<file path="config.mk">
export PLATFORM = sky130hd
export DESIGN_NAME = pipe_skid_flat
export DESIGN_NICKNAME = d
export VERILOG_FILES = /design/src/rtl/pipe_skid_pkg.sv /design/src/rtl/pipe_skid_if.sv /design/src/rtl/pipe_skid_reg.sv /design/src/rtl/pipe_skid.sv /design/src/flat_wrapper.sv
export SDC_FILE = /design/constraint.sdc
export NUM_CORES = 1
export LEC_CHECK = 0
export CAP_MARGIN = 10
export CORE_UTILIZATION = 35
export CTS_BUF_LIST = sky130_fd_sc_hd__clkbuf_8
export DETAILED_ROUTE_END_ITERATION = 6
export GPL_TIMING_DRIVEN = 0
export SKIP_CTS_REPAIR_TIMING = 1
export SYNTH_ARGS = -nofsm -noshare
export SYNTH_HDL_FRONTEND = slang
export SYNTH_SLANG_ARGS = --single-unit
</file>
<file path="constraint.sdc">
create_clock -name i_clk -period 2.2 [get_ports i_clk]
set_input_delay 0.44 -clock i_clk [delete_from_list [all_inputs] [get_ports i_clk]]
set_output_delay 0.44 -clock i_clk [all_outputs]
set_load 0.005 [all_outputs]
</file>
<file path="src/rtl/pipe_skid_pkg.sv">
// Shared types and constants for the pipe_skid elastic stage.
package pipe_skid_pkg;

    typedef enum logic [1:0] {
        EMPTY = 2'd0,
        BUSY  = 2'd1,
        FULL  = 2'd2
    } state_e;

    localparam int STALL_W = 16;

endpackage

</file>
<file path="src/rtl/pipe_skid_if.sv">
// Valid/ready handshake bundle: upstream (i_valid/o_ready/i_data) and downstream (o_valid/i_ready/o_data).
interface pipe_skid_if #(
    parameter int p_width = 32
);
    logic               i_valid;
    logic               o_ready;
    logic [p_width-1:0] i_data;
    logic               o_valid;
    logic               i_ready;
    logic [p_width-1:0] o_data;

    modport slave (
        input  i_valid, i_data, i_ready,
        output o_ready, o_valid, o_data
    );

    modport master (
        output i_valid, i_data, i_ready,
        input  o_ready, o_valid, o_data
    );
endinterface

</file>
<file path="src/rtl/pipe_skid_reg.sv">
// Enable-loaded data register, asynchronously cleared to zero.
module pipe_skid_reg #(
    parameter int p_width = 32
) (
    input  logic               i_clk,
    input  logic               i_rst_n,
    input  logic               i_en,
    input  logic [p_width-1:0] i_d,
    output logic [p_width-1:0] o_q
);
    logic [p_width-1:0] data_q;
    logic [p_width-1:0] data_d;

    always_comb begin
        data_d = data_q;
        if (i_en) data_d = i_d;
    end

    always_ff @(posedge i_clk or negedge i_rst_n) begin
        if (!i_rst_n) data_q <= '0;
        else          data_q <= data_d;
    end

    assign o_q = data_q;
endmodule

</file>
<file path="src/rtl/pipe_skid.sv">
// Full-throughput skid-buffer pipeline stage (main + skid register).
// Optional saturating stall counter enabled by PIPE_SKID_STALL_COUNT_EN.
module pipe_skid
    import pipe_skid_pkg::*;
#(
    parameter int p_width = 32
) (
    input  logic               i_clk,
    input  logic               i_rst_n,
`ifdef PIPE_SKID_STALL_COUNT_EN
    output logic [STALL_W-1:0] o_stall_count,
`endif
    pipe_skid_if.slave         bus
);
    state_e             state_q, state_d;
    logic               main_en, skid_en, main_from_skid;
    logic [p_width-1:0] main_d, main_q, skid_q;
    logic               up_xfer, dn_xfer;

    // Ready depends on state and reset only, so no comb path from i_ready/i_valid.
    assign bus.o_ready = i_rst_n && (state_q != FULL);
    assign bus.o_valid = (state_q != EMPTY);
    assign bus.o_data  = main_q;

    assign up_xfer = bus.i_valid && bus.o_ready;
    assign dn_xfer = bus.o_valid && bus.i_ready;

    always_comb begin
        state_d        = state_q;
        main_en        = 1'b0;
        skid_en        = 1'b0;
        main_from_skid = 1'b0;
        case (state_q)
            EMPTY: begin
                if (up_xfer) begin
                    main_en = 1'b1;
                    state_d = BUSY;
                end
            end
            BUSY: begin
                if (up_xfer && dn_xfer) begin
                    main_en = 1'b1;
                end else if (up_xfer) begin
                    skid_en = 1'b1;
                    state_d = FULL;
                end else if (dn_xfer) begin
                    state_d = EMPTY;
                end
            end
            FULL: begin
                if (dn_xfer) begin
                    main_en        = 1'b1;
                    main_from_skid = 1'b1;
                    state_d        = BUSY;
                end
            end
            default: state_d = EMPTY;
        endcase
    end

    assign main_d = main_from_skid ? skid_q : bus.i_data;

    always_ff @(posedge i_clk or negedge i_rst_n) begin
        if (!i_rst_n) state_q <= EMPTY;
        else          state_q <= state_d;
    end

    pipe_skid_reg #(.p_width(p_width)) u_main (
        .i_clk   (i_clk),
        .i_rst_n (i_rst_n),
        .i_en    (main_en),
        .i_d     (main_d),
        .o_q     (main_q)
    );

    pipe_skid_reg #(.p_width(p_width)) u_skid (
        .i_clk   (i_clk),
        .i_rst_n (i_rst_n),
        .i_en    (skid_en),
        .i_d     (bus.i_data),
        .o_q     (skid_q)
    );

`ifdef PIPE_SKID_STALL_COUNT_EN
    logic [STALL_W-1:0] stall_q, stall_d;

    always_comb begin
        stall_d = stall_q;
        if (bus.o_valid && !bus.i_ready && (stall_q != '1))
            stall_d = stall_q + 1'b1;
    end

    always_ff @(posedge i_clk or negedge i_rst_n) begin
        if (!i_rst_n) stall_q <= '0;
        else          stall_q <= stall_d;
    end

    assign o_stall_count = stall_q;
`endif
endmodule

</file>
<file path="src/flat_wrapper.sv">
// flat-port wrapper written by rule: the top's interface ports become plain ports
module pipe_skid_flat import pipe_skid_pkg::*;
#(
    parameter int p_width = 32
)
  (i_clk, i_rst_n, bus_i_valid, bus_i_data, bus_i_ready, bus_o_ready, bus_o_valid, bus_o_data);
  pipe_skid_if #(.p_width(p_width)) bus_i ();
  input  logic i_clk;
  input  logic i_rst_n;
  input wire logic [$bits(bus_i.i_valid)-1:0] bus_i_valid;
  input wire logic [$bits(bus_i.i_data)-1:0] bus_i_data;
  input wire logic [$bits(bus_i.i_ready)-1:0] bus_i_ready;
  output wire logic [$bits(bus_i.o_ready)-1:0] bus_o_ready;
  output wire logic [$bits(bus_i.o_valid)-1:0] bus_o_valid;
  output wire logic [$bits(bus_i.o_data)-1:0] bus_o_data;
  assign bus_i.i_valid = bus_i_valid;
  assign bus_i.i_data = bus_i_data;
  assign bus_i.i_ready = bus_i_ready;
  assign bus_o_ready = bus_i.o_ready;
  assign bus_o_valid = bus_i.o_valid;
  assign bus_o_data = bus_i.o_data;
  pipe_skid #(.p_width(p_width)) u_core (.i_clk(i_clk), .i_rst_n(i_rst_n), .bus(bus_i));
endmodule
</file>
==> results of run 1 <==
flip-flops by register name, indices dropped and copies added (netlist names):
register	count
u_core.u_main.o_q	32
u_core.state_q	2
u_core.u_skid.o_q	32
placed cells by master, fill, tap and decap left out, drive strengths merged:
cell type      count
nor3b              1
mux2              96
o221ai             1
o21bai             1
dfrtp             66
clkbuf            11
or2                1
nand2              1
and2               1
clkdlybuf4s50     68
o211ai             1
buf               10
nand3b             1
mux2i              1
clkinv             3
nand4b             1
nor2b              1
nand2b             1
inv                1
cell families after synthesis:
| logic type | after synthesis |
|---|---|
| flip-flops | 66 |
| multiplexers | 97 |
| buffers and inverters | 9 |
| AND/OR/NAND/NOR | 8 |
| AO/OA/AOI/OAI | 3 |
final timing paths:
| check | start | cells past startpoint | slack [ns] | to |
|---|---|---|---|---|
| min in group i_clk | u_core.u_skid.o_q[31] | 1 | 0.49 | u_core.u_skid.o_q[31] |
| max | u_core.state_q[1] | 2 | 0.14 | bus_o_valid |
| max reg2reg | u_core.state_q[1] | 4 | 0.42 | u_core.u_main.o_q[31] |
| min reg2reg | u_core.u_skid.o_q[31] | 1 | 0.49 | u_core.u_skid.o_q[31] |
| min | i_rst_n | 1 | 0.05 | u_core.u_main.o_q[7] |
| max in group asynchronous | i_rst_n | 1 | 1.76 | u_core.state_q[0] |
power by group:
group	switching [mW]	internal, mW	leakage [nW]
registers	0.205	1.63	0.789
clock network	0.447	0.455	0.0961
logic	0.303	0.832	0.866
total	0.955	2.92	1.75
area by class of cell:
cell class,instances,area (um2)
well taps,105,131
clock buffers,11,151
multi-input cells,108,1310
plain buffers,9,90.1
clock inverters,4,18.8
repair buffers,69,696
flip-flops and latches,66,1650
fillers,727,4290
layer usage:
| layer | vias to the layer above | wire length [um] | global-route usage |
|---|---|---|---|
| met5 | - | 0 | 0 |
| met4 | 0 | 47 | 0.0417 |
| met3 | 2 | 268 | 0.0558 |
| met2 | 43 | 2560 | 0.201 |
| met1 | 873 | 2780 | 0.184 |
| li1 | 820 | - | - |
==> summary.md, run 1 <==
| Metric | Value |
|---|---|
| Outcome | finished, final reports clean |
| Post-synthesis simple-gate area fraction | 0.0230 |
| Max incr delay on CP | 0.55 ns |
| Hold Fails Final Rpt | 0 |
| Gp weighted congestion | 0.657 |
| Overall routed net length | 5.66 mm |
| Fraction of layout cells with a size suffix above 1 | 0.345 |
| Ys flop type | dfrtp_1 |
| CP endpoint kind | output pin |
| Via count | 1,738 |
| Layout Area Growth over Synthesis | 32.9% |
| Nets@finish | 299 |
| Synth area leaders | dfrtp_1 54%, mux2_4 14%, mux2_2 13%, mux2_1 11%, buf_6 2.2% |
| Max cap viols | 0 |
| Total CTS buffers | 9 |
| Slew headroom | 0.652 |
| Pwr/cell area | 956 nW/um2 |
| Post-Synth XOR/XNOR Area | 0 |
| Setup Skew | 0.00700 ns |
| Post-synthesis compound-gate area fraction | 0.0123 |
| Design area | 4050 um2 |
| #FFs+latches synth | 66 |
| Synth top cells by count | 66 x dfrtp_1, 36 x mux2_2, 31 x mux2_1, 29 x mux2_4, 6 x buf_6 |
| Antenna violations before repair | 0 |
| Die W | 95.3 um |
| All-Layer GR Usage | 0.137 |
| Buffer and inverter count on the worst path | 1 |
| Post-Place Cell Area | 3870 um2 |
| Dpl hpwl | 3.66 mm |
| I/O pins | 70 |
| Worst hold path class | primary input to async pin |
| Largest net degree at the start of global routing | 70 |
| Die area | 9090 um2 |
| Worst vdd ir | 0.456 mV |
| Clk_lat worst skew | 0.33 ns |
| Antenna Nets Post-Route | 0 |
| # clock sinks | 66 |
| Measured slew at the worst slew-check pin | 0.522 ns |
| Crit-path max FO | 6 |
| Tcrit/Tclk final | 0.935 |
| Most frequent cell after synthesis | dfrtp_1 |
| Starting density of the core | 0.366 |
| Cells after Synth | 183 |
| Root Driver | clkbuf_8 |
| Max Buffers Root-to-Sink | 2 |
| CTS tree | done |
| TNS Setup | 0 ns |
| Worst EP required | 1.76 ns |
| RSZ-0062 raised after global routing | no |
| Mapped Avg Cell Area | 16.7 um2 |
| Kind of critical path | flip-flop to output pin |
| Vias in the first global route | 1,783 |
| Total power | 3.87 mW |
| Leakage | 1.75 nW |
| Initial drt markers | 23 |
| Port Buf Inserts | 69 |
| Hold slack | 0.0467 ns |
| Worst slack at placement | -0.655 ns |
| Cell family contributing the most delay on the critical path | buffers and inverters |
| Synth Area in Adders | 0 |
| Via-to-Cell Ratio | 4.67 |
| Rows | 33 |
| Htree depth | 3 |
| Diodes inserted | 0 |
| Die height | 95.3 um |
| Synth top area share | 0.542 |
| Yosys top cell by area | dfrtp_1 |
| Grt ovf | 0 |
| DRC viols | 0 |
| Sequential area share after synthesis | 0.542 |
| # placed instances | 357 |
| Final worst slack | 0.142 ns |
| Cell variety after synth | 18 |
| Number of synthesis warnings | 0 |
| Cell Chain, Critical Path | or2_1 -> clkdlybuf4s50_1 |
| CP max-delay cell | clkdlybuf4s50_1 |
| Wire per inst | 15.2 um |
| Largest family of logic cells by synthesized area | multiplexers |
| Max Slew Vio Count | 0 |
| Core area | 8340 um2 |
| First-pass GRT wire length | 9.16 mm |
| Post-synth EDFFs | 0 |
| Crit start category | flip-flop |
| Reg clk slew, reported paths | 0.07 ns |
| Syn Nets | 219 |
| Util after Layout | 0.486 |
| FMAX | 486 MHz |
| Final setup violation count | 0 |
| Crit path DAT | 1.62 ns |
| Tmin final | 2.06 ns |
| Post-synthesis mux area share | 0.394 |
| Mapped Area | 3050 um2 |
| FFs w/ async S/R, synth | 1.00 |
| Finished Layout Cells | 372 |
| Pre-Repair DR Iteration Count | 4 |
No activity file was read; power rests on OpenSTA's default activity.
==> run 2: changes to the inputs <==
--- a/config.mk
+++ b/config.mk
@@ -10,6 +10,7 @@
 export CTS_BUF_LIST = sky130_fd_sc_hd__clkbuf_8
 export DETAILED_ROUTE_END_ITERATION = 6
 export GPL_TIMING_DRIVEN = 0
+export PLACE_DENSITY = 0.69
 export SKIP_CTS_REPAIR_TIMING = 1
 export SYNTH_ARGS = -nofsm -noshare
 export SYNTH_HDL_FRONTEND = slang
==> run 2 against run 1 <==
- via count up 0.29%
- largest power group unchanged
- critical endpoint unchanged
- first-iteration DRC count grew 48%
- non-clock buffer count did not move
- sequential power about the same
- global-route usage decreased by 0.12 points
==> summary.md, run 2 (synthesized netlist as in run 1, its figures left out) <==
| Metric | Value |
|---|---|
| CP max-delay cell | clkdlybuf4s50_1 |
| Cell family contributing the most delay on the critical path | buffers and inverters |
| Root Driver | clkbuf_8 |
| Multi-input combinational cell area | 1310 um2 |
| Via count | 1,743 |
| Pre-Repair DR Iteration Count | 4 |
| Pwr/cell area | 954 nW/um2 |
| First-pass GRT wire length | 9.16 mm |
| Htree depth | 3 |
| Kind of critical path | flip-flop to output pin |
| Via-to-Cell Ratio | 4.67 |
| Hold Fails Final Rpt | 0 |
| Initial drt markers | 34 |
| Nets@finish | 299 |
| Fraction of layout cells with a size suffix above 1 | 0.347 |
| Die area | 9090 um2 |
| Slew headroom | 0.662 |
| Most frequent cells in the layout | 68 x clkdlybuf4s50_1, 66 x dfrtp_1, 36 x mux2_2 |
| I/O pins | 70 |
| Measured slew at the worst slew-check pin | 0.508 ns |
| Max Buffers Root-to-Sink | 2 |
| CP endpoint kind | output pin |
| Register area | 1650 um2 |
| Crit-path max FO | 6 |
| Worst hold path class | primary input to async pin |
| Die height | 95.3 um |
| Buffer and inverter count on the worst path | 1 |
| Setup Skew | 0.00912 ns |
| Dpl hpwl | 3.75 mm |
| Diodes inserted | 0 |
| Gp weighted congestion | 0.645 |
| Stages on worst setup path | 2 |
| FMAX | 489 MHz |
| Reg clk slew, reported paths | 0.08 ns |
| Outcome | finished, final reports clean |
| Crit Reg-Reg Endpoint | u_core.u_main.o_q[31] |
| Vias in the first global route | 1,810 |
| Rows | 33 |
| Crit start category | flip-flop |
| FILL cells | 720 |
| Antenna Nets Post-Route | 0 |
| Total CTS buffers | 9 |
| Overall routed net length | 5.62 mm |
| Clk_lat worst skew | 0.33 ns |
| Hold slack | 0.0483 ns |
| Die W | 95.3 um |
| Cell Chain, Critical Path | or2_1 -> clkdlybuf4s50_1 |
| Core area | 8340 um2 |
| Largest net degree at the start of global routing | 70 |
| Tmin final | 2.05 ns |
| All-Layer GR Usage | 0.136 |
| Reg2Reg Depth | 4 |
| Worst vdd ir | 0.472 mV |
| Max incr delay on CP | 0.55 ns |
| Leakage | 1.74 nW |
| Starting density of the core | 0.366 |
| Tcrit/Tclk final | 0.930 |
| Post-Place Cell Area | 3870 um2 |
| Util after Layout | 0.486 |
| Design area | 4050 um2 |
| Max cap viols | 0 |
| Crit path DAT | 1.61 ns |
| R2r setup slk | 0.41 ns |
| CTS tree | done |
| DRC viols | 0 |
| Grt ovf | 0 |
| Final setup violation count | 0 |
| Layout Area Growth over Synthesis | 33.0% |
| Antenna violations before repair | 0 |
| Most common cell after layout, fill and taps aside | clkdlybuf4s50_1 |
| Port Buf Inserts | 69 |
| Reg-to-Reg Start | u_core.state_q[1] |
| RSZ-0062 raised after global routing | no |
| Wire per inst | 15.1 um |
| Worst EP required | 1.76 ns |
| # clock sinks | 66 |
| Max Slew Vio Count | 0 |
| Worst setup path start | u_core.state_q[1] |
[run 2: cell types whose count changed in the layout (fill, tap and decap cells not counted), sizes merged]
cell and delta:
clkinvlp +2, clkbuf -1
[run 2: how the worst max path moves through the flow]
stage | endpoint | slack, ns
finish | bus_o_valid | 0.15
global route | bus_o_valid | 0.04
CTS | u_core.u_skid.o_q[8] | -0.27
detailed placement | u_core.u_skid.o_q[8] | -0.64
global placement | u_core.u_skid.o_q[21] | -3.12
floorplan | u_core.u_main.o_q[31] | 0.57
[run 2: layout make-up]
| cell class | instances | area share |
|---|---|---|
| Buffer | 9 | 0.0222 |
| Clock buffer | 10 | 0.0340 |
| Clock inverter | 6 | 0.00833 |
| Multi-Input combinational cell | 108 | 0.324 |
| Sequential cell | 66 | 0.407 |
| Tap cell | 105 | 0.0324 |
| Timing Repair Buffer | 69 | 0.172 |
[run 2: metrics by stage]
step,setup WS (ns),total power [mW],instances,TNS (ns)
after floorplan,0.574,2.44,183,0
after global placement,-3.12,2.98,357,-311.10
after detailed placement,-0.638,3.02,357,-32.73
after CTS,-0.268,3.93,373,-8.81
after global routing,0.0427,4.12,373,0
final,0.153,3.87,373,0
[run 2: metal layers]
metal	wire length, um	track usage	share of wire	vias up
met5	0	0	0	-
met1	2630	0.181	0.47	869
met2	2620	0.208	0.47	45
met3	300	0.0518	0.053	6
li1	-	-	-	823
met4	65	0.0341	0.012	0
[run 2: report_power, final]
part / total [mW] / switching [mW] / internal, mW
combinational: 1.14 / 0.311 / 0.832
sequential: 1.84 / 0.206 / 1.63
clock: 0.888 / 0.459 / 0.429
total: 3.87 / 0.976 / 2.89
==> run 3: changes to the inputs <==
--- a/config.mk
+++ b/config.mk
@@ -11,6 +11,7 @@
 export DETAILED_ROUTE_END_ITERATION = 6
 export GPL_TIMING_DRIVEN = 0
 export PLACE_DENSITY = 0.69
+export RECOVER_POWER = 25
 export SKIP_CTS_REPAIR_TIMING = 1
 export SYNTH_ARGS = -nofsm -noshare
 export SYNTH_HDL_FRONTEND = slang
==> results of run 3 <==
The final DEF is identical to that of run 2; final timing and power are the same.
